==> src/rtl/fadd_pkg.sv <==
// fadd_pkg: shared constants and types for the fadd pipeline and its
// stream controller.
//   FADD_LAT    : cycles from fadd.en to fadd.res_val
//   N_DEF/E_DEF/S_DEF : default float width / exponent / significand bits
//   TAG_W_DEF   : default user tag width
//   fadd_res_t  : {res, tag} result entry at default widths
package fadd_pkg;

  localparam int FADD_LAT  = 3;
  localparam int N_DEF     = 32;
  localparam int E_DEF     = 8;
  localparam int S_DEF     = 23;
  localparam int TAG_W_DEF = 4;

  typedef struct packed {
    logic [N_DEF-1:0]     res;
    logic [TAG_W_DEF-1:0] tag;
  } fadd_res_t;

  // Width of an occupancy counter able to hold 0..depth inclusive.
  function automatic int cnt_w(input int depth);
    return $clog2(depth) + 1;
  endfunction

endpackage

==> src/rtl/fadd_sfifo.sv <==
// fadd_sfifo: synchronous FIFO with a registered head.
//   clk, rst_n : clock, asynchronous active-low reset
//   push, din  : write request and data (ignored when full)
//   pop        : read request (ignored when empty)
//   head       : oldest entry, held in a register so it is stable while
//                the consumer stalls
//   count      : occupancy 0..DEPTH
//   full/empty : occupancy flags
module fadd_sfifo
  import fadd_pkg::*;
#(
  parameter int W     = 8,
  parameter int DEPTH = 8,
  localparam int AW   = $clog2(DEPTH),
  localparam int CW   = cnt_w(DEPTH)
) (
  input  logic          clk,
  input  logic          rst_n,
  input  logic          push,
  input  logic [W-1:0]  din,
  input  logic          pop,
  output logic [W-1:0]  head,
  output logic [CW-1:0] count,
  output logic          full,
  output logic          empty
);

  logic [W-1:0]  mem [DEPTH];
  logic [AW-1:0] wr_ptr_reg;
  logic [AW-1:0] rd_ptr_reg;
  logic [AW-1:0] rd_ptr_inc;
  logic [CW-1:0] count_reg;
  logic [CW-1:0] count_next;
  logic [W-1:0]  head_reg;
  logic          push_ok;
  logic          pop_ok;

  assign full       = (count_reg == CW'(DEPTH));
  assign empty      = (count_reg == '0);
  assign push_ok    = push & ~full;
  assign pop_ok     = pop & ~empty;
  assign rd_ptr_inc = rd_ptr_reg + 1'b1;   // DEPTH is a power of 2: wraps naturally

  always_comb begin
    count_next = count_reg;
    if (push_ok && !pop_ok)
      count_next = count_reg + 1'b1;
    else if (!push_ok && pop_ok)
      count_next = count_reg - 1'b1;
  end

  // Storage array carries no reset so it maps onto RAM.
  always_ff @(posedge clk) begin
    if (push_ok)
      mem[wr_ptr_reg] <= din;
  end

  always_ff @(posedge clk or negedge rst_n) begin
    if (!rst_n) begin
      wr_ptr_reg <= '0;
      rd_ptr_reg <= '0;
      count_reg  <= '0;
      head_reg   <= '0;
    end else begin
      count_reg <= count_next;
      if (push_ok)
        wr_ptr_reg <= wr_ptr_reg + 1'b1;
      if (pop_ok)
        rd_ptr_reg <= rd_ptr_inc;
      // Head update: a write into an empty (or just-emptied) FIFO lands
      // straight in the head register; otherwise a pop loads the next
      // stored entry, which is already in RAM when count > 1.
      if (push_ok && ((count_reg == '0) || ((count_reg == CW'(1)) && pop_ok)))
        head_reg <= din;
      else if (pop_ok && (count_reg > CW'(1)))
        head_reg <= mem[rd_ptr_inc];
    end
  end

  assign head  = head_reg;
  assign count = count_reg;

endmodule

==> src/rtl/fadd_stream_ctrl.sv <==
// fadd_stream_ctrl: valid/ready wrapper around the 3-cycle fadd pipeline.
//   clk, rst_n                     : clock, asynchronous active-low reset
//   in_valid/in_ready              : operand pair handshake
//   in_op1, in_op2, in_tag         : operands and user tag
//   fadd_en, fadd_op1, fadd_op2    : issue port to fadd (combinational)
//   fadd_res_val, fadd_res         : result port from fadd
//   out_valid/out_ready            : result handshake
//   out_res, out_tag               : result and its tag (registered head)
//   busy                           : ops in flight or results buffered
//   err_orphan                     : sticky, result with nothing in flight
//   err_ovf                        : sticky, result while result FIFO full
module fadd_stream_ctrl
  import fadd_pkg::*;
#(
  parameter int N     = N_DEF,
  parameter int TAG_W = TAG_W_DEF,
  parameter int DEPTH = 8
) (
  input  logic             clk,
  input  logic             rst_n,
  input  logic             in_valid,
  output logic             in_ready,
  input  logic [N-1:0]     in_op1,
  input  logic [N-1:0]     in_op2,
  input  logic [TAG_W-1:0] in_tag,
  output logic             fadd_en,
  output logic [N-1:0]     fadd_op1,
  output logic [N-1:0]     fadd_op2,
  input  logic             fadd_res_val,
  input  logic [N-1:0]     fadd_res,
  output logic             out_valid,
  input  logic             out_ready,
  output logic [N-1:0]     out_res,
  output logic [TAG_W-1:0] out_tag,
  output logic             busy,
  output logic             err_orphan,
  output logic             err_ovf
);

  localparam int CW = cnt_w(DEPTH);

  typedef struct packed {
    logic [N-1:0]     res;
    logic [TAG_W-1:0] tag;
  } res_entry_t;

  logic             fire;
  logic [TAG_W-1:0] tag_head;
  logic [CW-1:0]    inflight;
  logic             tag_full;
  logic             tag_empty;

  res_entry_t       res_din;
  res_entry_t       res_head;
  logic [CW-1:0]    res_count;
  logic             res_full;
  logic             res_empty;
  logic             res_push;
  logic             res_pop;

  logic             orphan;
  logic             ovf;
  logic             err_orphan_reg;
  logic             err_ovf_reg;

  // Credit from registered counts only: a pop this cycle frees a slot
  // starting next cycle, which keeps in_ready off the out_ready path.
  // The tag_full term is implied by the sum check and only guards the FIFO.
  assign in_ready = ((CW + 1)'(inflight) + (CW + 1)'(res_count) < (CW + 1)'(DEPTH))
                    & ~tag_full;
  assign fire     = in_valid & in_ready;
  assign fadd_en  = fire;
  assign fadd_op1 = in_op1;
  assign fadd_op2 = in_op2;

  // Tag FIFO: one entry per op in flight inside fadd.
  fadd_sfifo #(
    .W     (TAG_W),
    .DEPTH (DEPTH)
  ) u_tag_fifo (
    .clk   (clk),
    .rst_n (rst_n),
    .push  (fire),
    .din   (in_tag),
    .pop   (fadd_res_val),
    .head  (tag_head),
    .count (inflight),
    .full  (tag_full),
    .empty (tag_empty)
  );

  // A result with no matching tag is dropped; a result that finds the
  // result FIFO full is dropped but still retires its tag.
  assign orphan   = fadd_res_val & tag_empty;
  assign ovf      = fadd_res_val & ~tag_empty & res_full;
  assign res_push = fadd_res_val & ~tag_empty & ~res_full;
  assign res_din  = '{res: fadd_res, tag: tag_head};
  assign res_pop  = out_valid & out_ready;

  fadd_sfifo #(
    .W     ($bits(res_entry_t)),
    .DEPTH (DEPTH)
  ) u_res_fifo (
    .clk   (clk),
    .rst_n (rst_n),
    .push  (res_push),
    .din   (res_din),
    .pop   (res_pop),
    .head  (res_head),
    .count (res_count),
    .full  (res_full),
    .empty (res_empty)
  );

  assign out_valid = ~res_empty;
  assign out_res   = res_head.res;
  assign out_tag   = res_head.tag;
  assign busy      = (inflight != '0) | out_valid;

  always_ff @(posedge clk or negedge rst_n) begin
    if (!rst_n) begin
      err_orphan_reg <= 1'b0;
      err_ovf_reg    <= 1'b0;
    end else begin
      if (orphan)
        err_orphan_reg <= 1'b1;
      if (ovf)
        err_ovf_reg <= 1'b1;
    end
  end

  assign err_orphan = err_orphan_reg;
  assign err_ovf    = err_ovf_reg;

endmodule

==> config.mk <==
export PLATFORM = sky130hd
export DESIGN_NAME = fadd_stream_ctrl
export DESIGN_NICKNAME = d
export VERILOG_FILES = /design/src/rtl/fadd_pkg.sv /design/src/rtl/fadd_sfifo.sv /design/src/rtl/fadd_stream_ctrl.sv
export SDC_FILE = /design/constraint.sdc
export NUM_CORES = 1
export LEC_CHECK = 0
export BUFFER_PORTS_ARGS = -buffer_cell sky130_fd_sc_hd__buf_2
export CORE_ASPECT_RATIO = 0.6
export CORE_UTILIZATION = 45
export DETAILED_ROUTE_END_ITERATION = 8
export HOLD_SLACK_MARGIN = 0.12
export SLEW_MARGIN = 30
export SYNTH_ARGS = -nofsm -noshare
export SYNTH_HDL_FRONTEND = slang
export SYNTH_HIERARCHICAL = 1
export SYNTH_SLANG_ARGS = --single-unit
==> constraint.sdc <==
create_clock -name clk -period 5.5 [get_ports clk]
set_clock_uncertainty 0.2 [all_clocks]
set_input_delay 0.825 -clock clk [delete_from_list [all_inputs] [get_ports clk]]
set_output_delay 0.825 -clock clk [all_outputs]
set_load 0.02 [all_outputs]
==> impl_metrics.xml, run 1 <==
<?xml version="1.0" encoding="UTF-8"?>
<metrics>
  <group name="global_route">
    <metric name="antenna_found_initial" unit="">1</metric>
    <metric name="grt_pass1_wl" unit="um">48500</metric>
    <metric name="grt-ovfl-total" unit="">0</metric>
    <metric name="global_route.usage.total" unit="%">18.2</metric>
    <metric name="first_global_vias" unit="">7867</metric>
    <metric name="grt_start_max_net_pins" unit="">43</metric>
  </group>
  <group name="setup_path">
    <metric name="max_incr_delay_on_cp" unit="ns">0.82</metric>
    <metric name="timing.rr.end" unit="">u_res_fifo/mem[3][34]</metric>
    <metric name="setup.reg_to_reg.worst_slack" unit="ns">1.94</metric>
    <metric name="timing_worst_setup_path_type" unit="">register to register</metric>
    <metric name="crit_chain" unit="">inv_1, ha_1, nand2_1, inv_1, nor3b_1, o21a_1, nand2_1, nor2_4, buf_4</metric>
    <metric name="timing.critical_path.from_type" unit="">register</metric>
    <metric name="timing.critical_path.fanout_max" unit="">24</metric>
    <metric name="critPathCaptureType" unit="">register</metric>
    <metric name="arrival" unit="ns">3.58</metric>
    <metric name="cpMaxStageDelayCell" unit="">sky130_fd_sc_hd__nor2_4</metric>
    <metric name="gate_family_responsible_for_the_most_delay_along_the_worst_path" unit="">simple AND/OR/NAND/NOR gates</metric>
    <metric name="worstPathRequired" unit="ns">5.52</metric>
    <metric name="r2r.worst_path.cells" unit="">9</metric>
    <metric name="critical_path_depth" unit="">9</metric>
    <metric name="worstPathBufferInverterCount" unit="">3</metric>
    <metric name="timing.rr.start" unit="">u_tag_fifo/count[0]</metric>
  </group>
  <group name="clock_network">
    <metric name="tritoncts" unit="">built</metric>
    <metric name="post_cts_resize_count" unit="">0</metric>
    <metric name="cts-htree-levels" unit="">2</metric>
    <metric name="cts-root-to-sink-buffers" unit="">3</metric>
    <metric name="clk_pin_slew_worst_paths" unit="ns">0.06</metric>
    <metric name="clk_root_buffer_cell" unit="">sky130_fd_sc_hd__clkbuf_16</metric>
    <metric name="cts_num_sinks" unit="">382</metric>
    <metric name="cts-buffers-inserted" unit="">36</metric>
    <metric name="clkLatencyLatePin" unit="ns">0.53</metric>
  </group>
  <group name="die">
    <metric name="row_count" unit="">52</metric>
    <metric name="dieArea" unit="sq mm">0.0353</metric>
    <metric name="top_level_ports" unit="">211</metric>
    <metric name="coreArea" unit="sq mm">0.0338</metric>
    <metric name="die-width" unit="um">242</metric>
    <metric name="starting_density" unit="%">45.9</metric>
    <metric name="dieHeight" unit="um">146</metric>
  </group>
  <group name="route">
    <metric name="drc_errors" unit="">0</metric>
    <metric name="drt-total-wl" unit="um">31400</metric>
    <metric name="detail_route.iter0.violations" unit="">656</metric>
    <metric name="routed-via-count" unit="">7681</metric>
    <metric name="post_route_antenna_net_violation_count" unit="">0</metric>
    <metric name="avgViaCountPerCell" unit="">5.54</metric>
    <metric name="dr.pass1.iters" unit="">4</metric>
    <metric name="detail_route.wl_per_cell" unit="um">22.6</metric>
  </group>
  <group name="timing">
    <metric name="final.period_utilization" unit="%">64.7</metric>
    <metric name="max_slew.worst_pin.slew" unit="ns">0.962</metric>
    <metric name="clock.fmax" unit="GHz">0.281</metric>
    <metric name="final.min_clock_period" unit="ns">3.56</metric>
    <metric name="slew-limit-headroom" unit="%">35.7</metric>
    <metric name="grt_setup_unrepaired" unit="">no</metric>
    <metric name="fin_hold_ws" unit="ns">0.259</metric>
    <metric name="finalHoldViolCount" unit="">0</metric>
    <metric name="slew_viol_final" unit="">0</metric>
    <metric name="final-setup-viol-count" unit="">0</metric>
    <metric name="final.setup.tns" unit="ns">0</metric>
    <metric name="timing.final.ws_setup" unit="ns">1.94</metric>
  </group>
  <group name="yosys">
    <metric name="sequential_cell_area_fraction_in_the_yosys_report" unit="%">71.9</metric>
    <metric name="synth_largest_type_area_fraction" unit="%">61.9</metric>
    <metric name="number_of_unique_standard_cell_types_used_by_synthesis" unit="">40</metric>
    <metric name="synth.yosys.warnings" unit="">6</metric>
    <metric name="asyncSetResetFlopFracSynth" unit="%">16.2</metric>
    <metric name="mappedNetlistNets" unit="">976</metric>
    <metric name="synth.top_cells.by_count" unit="">sky130_fd_sc_hd__edfxtp_1 (320), sky130_fd_sc_hd__nand2_1 (91), sky130_fd_sc_hd__mux4_2 (74)</metric>
    <metric name="yosys-top-cells-area" unit="">sky130_fd_sc_hd__edfxtp_1 (62%), sky130_fd_sc_hd__mux4_2 (11%), sky130_fd_sc_hd__dfrtp_1 (10%), sky130_fd_sc_hd__buf_4 (3.2%), sky130_fd_sc_hd__a221o_1 (2.3%)</metric>
    <metric name="synthDominantAreaCellType" unit="">sky130_fd_sc_hd__edfxtp_1</metric>
    <metric name="yosys_register_bits" unit="">382</metric>
    <metric name="synth_enable_flop_cells" unit="">320</metric>
    <metric name="synthMostInstantiatedCell" unit="">sky130_fd_sc_hd__edfxtp_1</metric>
    <metric name="synthesis.area" unit="sq mm">0.0155</metric>
    <metric name="post_synth.cell_area_avg" unit="sq um">18.1</metric>
    <metric name="synth_top_flop_cell" unit="">sky130_fd_sc_hd__edfxtp_1</metric>
    <metric name="syn_inst" unit="">856</metric>
  </group>
  <group name="flow_run">
    <metric name="cap_viol_max_count" unit="">0</metric>
  </group>
  <group name="pwr">
    <metric name="power.ir.vdd_worst" unit="V">0.000301</metric>
    <metric name="pwr_density_cell" unit="mW/mm^2">599</metric>
    <metric name="power" unit="mW">10.4</metric>
    <metric name="leakage" unit="nW">6.04</metric>
  </group>
  <group name="worst_hold_path">
    <metric name="worstHoldPathCells" unit="">1</metric>
    <metric name="worst_hold_path_type" unit="">register to register</metric>
    <metric name="timing.hold.worst.start" unit="">err_orphan</metric>
    <metric name="min_to" unit="">err_orphan</metric>
  </group>
  <group name="placement">
    <metric name="port_buffers" unit="">82</metric>
    <metric name="post-place-ws" unit="ns">1.92</metric>
    <metric name="gp_congestion" unit="">0.748</metric>
    <metric name="place_hpwl" unit="um">19000</metric>
  </group>
  <group name="finish">
    <metric name="layout.filler_cells" unit="">2754</metric>
    <metric name="largest_register_ffs" unit="">288</metric>
    <metric name="post_route_cells_drive_above_1_share" unit="%">27.2</metric>
    <metric name="flow.area_growth_from_synthesis" unit="%">11.4</metric>
    <metric name="design.final.nets" unit="">1020</metric>
  </group>
  <group name="outcome">
    <metric name="outcome" unit="">completed</metric>
  </group>
</metrics>
## through the flow
step	util (%)	std cells	cell area [sq um]
after floorplan	-	856	15500
after global placement	47.3	1311	16000
after detailed placement	47.8	1319	16200
after CTS	51.0	1385	17300
after global routing	51.1	1387	17300
final	51.1	1387	17300
## layer usage
metal	GRT usage [%]	wire, um	vias to the layer above	share of wire [%]
li1	-	-	3381	-
met1	28.7	15700	4031	50
met2	24.9	13200	200	42
met3	4.11	1770	69	5.6
met4	5.92	679	0	2.2
met5	0	0	-	0
## worst register-to-register path, cell delays in order, from the launching register on
cell,delay (ns)
sky130_fd_sc_hd__dfrtp_1,0.48
sky130_fd_sc_hd__inv_1,0.07
sky130_fd_sc_hd__ha_1,0.26
sky130_fd_sc_hd__nand2_1,0.12
sky130_fd_sc_hd__inv_1,0.09
sky130_fd_sc_hd__nor3b_1,0.25
sky130_fd_sc_hd__o21a_1,0.31
sky130_fd_sc_hd__nand2_1,0.27
sky130_fd_sc_hd__nor2_4,0.82
sky130_fd_sc_hd__buf_4,0.38
## final cells by class
class | count | area [sq um] | share of cell area [%]
diodes | 1 | 2.50 | 0.0145
well taps | 459 | 574 | 3.32
repair buffers | 106 | 726 | 4.20
flip-flops and latches | 382 | 11200 | 64.5
multi-input cells | 365 | 3700 | 21.4
inverters | 9 | 33.8 | 0.195
clock inverters | 19 | 128 | 0.738
clock buffers | 46 | 970 | 5.61
## power breakdown
| part | total, mW | leakage, nW | internal (mW) | switching [mW] |
|---|---|---|---|---|
| Sequential | 4.17 | 3.65 | 3.79 | 0.379 |
| Combinational | 3.85 | 1.86 | 1.73 | 2.12 |
| Clock | 2.35 | 0.535 | 1.30 | 1.05 |
## what timing repair did
action,CTS,global route
hold buffers,1,0
buffers inserted,0,0
hold endpoints to repair,22,0
## how the worst max path moves through the flow
stage | startpoint | to
after floorplan | u_tag_fifo/count[0] | u_res_fifo/mem[0][0]
after global routing | u_tag_fifo/count[0] | u_res_fifo/mem[3][34]
after global placement | u_tag_fifo/count[0] | u_res_fifo/mem[5][25]
final | u_tag_fifo/count[0] | u_res_fifo/mem[3][34]
after detailed placement | u_tag_fifo/count[0] | u_res_fifo/mem[2][33]
after CTS | u_tag_fifo/count[0] | u_res_fifo/mem[2][34]
## cells by family (layout without fill, tap and decap cells)
kind of cell	count (synthesis)	after routing	synth area share, %
flops	382	382	71.9
simple gates	141	141	3.86
buf+inv	109	180	4.99
mux	98	98	12.5
compound gates	92	92	4.50
xor+xnor	19	19	1.07
fa+ha+maj	15	15	1.21
other cells	0	1	0
## cells in the final DEF, fill, tap and decap left out, types with 2 or more instances in the layout
master                       instances
sky130_fd_sc_hd__edfxtp_1          320
sky130_fd_sc_hd__nand2_1            91
sky130_fd_sc_hd__buf_2              81
sky130_fd_sc_hd__mux4_2             74
sky130_fd_sc_hd__dfrtp_1            61
sky130_fd_sc_hd__a21oi_1            40
sky130_fd_sc_hd__clkbuf_16          37
sky130_fd_sc_hd__a221o_1            36
sky130_fd_sc_hd__mux2i_1            18
sky130_fd_sc_hd__nor2_1             17
sky130_fd_sc_hd__buf_4              15
sky130_fd_sc_hd__ha_1               14
sky130_fd_sc_hd__inv_1               9
sky130_fd_sc_hd__xor2_1              9
sky130_fd_sc_hd__clkbuf_1            8
sky130_fd_sc_hd__xnor2_1             8
sky130_fd_sc_hd__clkinv_1            7
sky130_fd_sc_hd__clkinv_2            6
sky130_fd_sc_hd__nor2_4              6
sky130_fd_sc_hd__nand2b_1            6
sky130_fd_sc_hd__buf_16              5
sky130_fd_sc_hd__mux2_2              4
sky130_fd_sc_hd__buf_8               4
sky130_fd_sc_hd__and2_1              4
sky130_fd_sc_hd__o31ai_1             4
sky130_fd_sc_hd__nand3_1             3
sky130_fd_sc_hd__a31o_2              2
sky130_fd_sc_hd__a21o_1              2
sky130_fd_sc_hd__inv_6               2
sky130_fd_sc_hd__clkinvlp_4          2
sky130_fd_sc_hd__o21a_1              2
sky130_fd_sc_hd__nor3_2              2
sky130_fd_sc_hd__o21ai_0             2
sky130_fd_sc_hd__mux4_1              2
sky130_fd_sc_hd__nand4_1             2
sky130_fd_sc_hd__or4_1               2
sky130_fd_sc_hd__nor3_1              2
No activity file was read; power rests on OpenSTA's default activity.
==> run 2: changes to the inputs <==
==> constraint.sdc (replaced) <==
create_clock -name clk -period 3.4 [get_ports clk]
set_clock_uncertainty 0.2 [all_clocks]
set_input_delay 0.51 -clock clk [delete_from_list [all_inputs] [get_ports clk]]
set_output_delay 0.51 -clock clk [all_outputs]
set_load 0.02 [all_outputs]
==> impl_metrics.xml, run 2 (synthesis gave the netlist of run 1 again) <==
<?xml version="1.0" encoding="UTF-8"?>
<metrics>
  <group name="outcome">
    <metric name="outcome" unit="">completed</metric>
  </group>
  <group name="global_route">
    <metric name="grt_pass1_wl" unit="um">49500</metric>
    <metric name="grt_start_max_net_pins" unit="">74</metric>
    <metric name="first_global_vias" unit="">8019</metric>
    <metric name="antenna_found_initial" unit="">0</metric>
    <metric name="global_route.usage.total" unit="%">18.7</metric>
    <metric name="grt-ovfl-total" unit="">0</metric>
  </group>
  <group name="setup_path">
    <metric name="timing.critical_path.from_type" unit="">register</metric>
    <metric name="setup.reg_to_reg.worst_slack" unit="ns">0.30</metric>
    <metric name="worstPathBufferInverterCount" unit="">0</metric>
    <metric name="timing.critical_path.fanout_max" unit="">6</metric>
    <metric name="crit_chain" unit="">ha_1, or4_4, a211oi_2, o21a_1, nand2b_1, nor3_1</metric>
    <metric name="gate_family_responsible_for_the_most_delay_along_the_worst_path" unit="">simple AND/OR/NAND/NOR gates</metric>
    <metric name="arrival" unit="ns">3.06</metric>
    <metric name="cpMaxStageDelayCell" unit="">sky130_fd_sc_hd__or4_4</metric>
    <metric name="critPathCaptureType" unit="">register</metric>
    <metric name="timing_worst_setup_path_type" unit="">register to register</metric>
    <metric name="max_incr_delay_on_cp" unit="ns">0.53</metric>
    <metric name="worstPathRequired" unit="ns">3.36</metric>
  </group>
  <group name="placement">
    <metric name="gp_congestion" unit="">0.776</metric>
    <metric name="place_area" unit="sq mm">0.0162</metric>
    <metric name="place_hpwl" unit="um">18600</metric>
    <metric name="post-place-ws" unit="ns">0.370</metric>
    <metric name="place_inst" unit="">1325</metric>
    <metric name="port_buffers" unit="">82</metric>
  </group>
  <group name="finish">
    <metric name="postLayoutCellArea" unit="sq mm">0.0177</metric>
    <metric name="insertedDiodeCount" unit="">0</metric>
    <metric name="layout_common_cells" unit="">sky130_fd_sc_hd__edfxtp_1 (320), sky130_fd_sc_hd__nand2_1 (91), sky130_fd_sc_hd__buf_2 (81)</metric>
    <metric name="design.final.nets" unit="">1062</metric>
    <metric name="post_layout_nonfiller_instances" unit="">1429</metric>
    <metric name="post_route_cells_drive_above_1_share" unit="%">26.7</metric>
    <metric name="layout.filler_cells" unit="">2724</metric>
    <metric name="footprint_of_the_multi_input_gates" unit="sq mm">0.00371</metric>
    <metric name="layout.area.seq" unit="sq mm">0.0112</metric>
    <metric name="flow.area_growth_from_synthesis" unit="%">14.2</metric>
    <metric name="largest_register_ffs" unit="">288</metric>
    <metric name="layout.cells.most_common" unit="">sky130_fd_sc_hd__edfxtp_1</metric>
  </group>
  <group name="die">
    <metric name="dieArea" unit="sq mm">0.0353</metric>
    <metric name="die-width" unit="um">242</metric>
    <metric name="coreArea" unit="sq mm">0.0338</metric>
    <metric name="row_count" unit="">52</metric>
    <metric name="dieHeight" unit="um">146</metric>
    <metric name="top_level_ports" unit="">211</metric>
    <metric name="starting_density" unit="%">45.9</metric>
  </group>
  <group name="route">
    <metric name="drc_errors" unit="">0</metric>
    <metric name="dr_wl_met3" unit="um">1730</metric>
    <metric name="routed-via-count" unit="">7807</metric>
    <metric name="routedLengthMet1" unit="um">15400</metric>
    <metric name="post_route_antenna_net_violation_count" unit="">0</metric>
    <metric name="avgViaCountPerCell" unit="">5.46</metric>
    <metric name="dr.pass1.iters" unit="">4</metric>
    <metric name="detail_route.iter0.violations" unit="">648</metric>
    <metric name="met2_wirelength" unit="um">14400</metric>
    <metric name="detail_route.wl_per_cell" unit="um">22.6</metric>
    <metric name="route.top_layer_used" unit="">met4</metric>
    <metric name="drt-total-wl" unit="um">32300</metric>
  </group>
  <group name="clock_network">
    <metric name="clk_root_buffer_cell" unit="">sky130_fd_sc_hd__clkbuf_16</metric>
    <metric name="cts-root-to-sink-buffers" unit="">3</metric>
    <metric name="cts-htree-levels" unit="">2</metric>
    <metric name="tritoncts" unit="">built</metric>
    <metric name="post_cts_buffers" unit="">0</metric>
    <metric name="clkLatencyLatePin" unit="ns">0.53</metric>
    <metric name="clk_pin_slew_worst_paths" unit="ns">0.07</metric>
    <metric name="cts-buffers-inserted" unit="">37</metric>
    <metric name="post_cts_resize_count" unit="">0</metric>
    <metric name="cts_num_sinks" unit="">382</metric>
  </group>
  <group name="timing">
    <metric name="max_slew.worst_pin.slew" unit="ns">0.855</metric>
    <metric name="final-setup-viol-count" unit="">0</metric>
    <metric name="fin_hold_ws" unit="ns">0.127</metric>
    <metric name="slew-limit-headroom" unit="%">42.9</metric>
    <metric name="finalHoldViolCount" unit="">0</metric>
    <metric name="grt_setup_unrepaired" unit="">no</metric>
    <metric name="final.period_utilization" unit="%">91.2</metric>
    <metric name="clock.fmax" unit="GHz">0.323</metric>
    <metric name="slew_viol_final" unit="">0</metric>
    <metric name="timing.final.ws_setup" unit="ns">0.299</metric>
    <metric name="final.min_clock_period" unit="ns">3.10</metric>
  </group>
  <group name="pwr">
    <metric name="power" unit="mW">17.0</metric>
    <metric name="pwr_density_cell" unit="mW/mm^2">959</metric>
    <metric name="power.ir.vdd_worst" unit="V">0.000547</metric>
    <metric name="leakage" unit="nW">6.23</metric>
  </group>
  <group name="worst_hold_path">
    <metric name="worst_hold_path_type" unit="">input port to register</metric>
  </group>
  <group name="flow_run">
    <metric name="cap_viol_max_count" unit="">0</metric>
  </group>
</metrics>
==> run 2: cell count changes in the layout (fill, tap and decap cells not counted), sizes merged <==
cell / previous run / this run
dlygate4sd3: 1 / 37
buf: 105 / 110
clkbuf: 46 / 56
clkinv: 14 / 7
diode: 1 / 0
inv: 11 / 10
==> run 2: where the power goes <==
part / switching, mW / internal (mW) / total, mW
sequential: 0.513 / 6.12 / 6.64
combinational: 3.57 / 2.82 / 6.40
clock: 1.70 / 2.27 / 3.97
==> run 2: cell type report <==
cell class	count	area share, %
sequential	382	63.0
multi-input combinational	365	20.9
timing repair buffer	147	6.10
clock buffer	56	6.03
tap	459	3.24
clock inverter	11	0.557
inverter	9	0.191
==> run 2: worst reg2reg max path, stage by stage (launching register included) <==
cell and delay [ns]:
sky130_fd_sc_hd__dfrtp_1 0.46, sky130_fd_sc_hd__ha_1 0.31, sky130_fd_sc_hd__or4_4 0.53, sky130_fd_sc_hd__a211oi_2 0.30, sky130_fd_sc_hd__o21a_1 0.32, sky130_fd_sc_hd__nand2b_1 0.17, sky130_fd_sc_hd__nor3_1 0.45
==> run 2: worst paths after layout <==
path,depth (start not counted),end,from
max in group asynchronous,3,u_res_fifo/head[22],rst_n
min in group asynchronous,2,u_res_fifo/head[1],rst_n
worst min register to register,1,err_orphan,err_orphan
worst max-delay path,6,u_tag_fifo/mem[0][3],u_res_fifo/count[3]
worst max register to register,6,u_tag_fifo/mem[0][3],u_res_fifo/count[3]
worst min-delay path,1,u_res_fifo/mem[3][17],fadd_res[13]
==> run 2: what timing repair did <==
item | in CTS | in global routing
endpoints found under the hold margin | 317 | 0
endpoints found under the setup margin | 0 | 0
hold buffers | 37 | 0
==> run 2: stage by stage <==
step,TNS (ns),util [%]
after floorplan,-71.65,-
after global placement,0,47.9
after detailed placement,0,47.9
after CTS,0,52.4
after global routing,0,52.4
final,0,52.4
==> run 2: routing by layer <==
layer,track usage [%],vias up
met5,0,-
met4,5.79,0
met3,3.93,60
met2,27.4,233
met1,28.1,4029
li1,-,3485
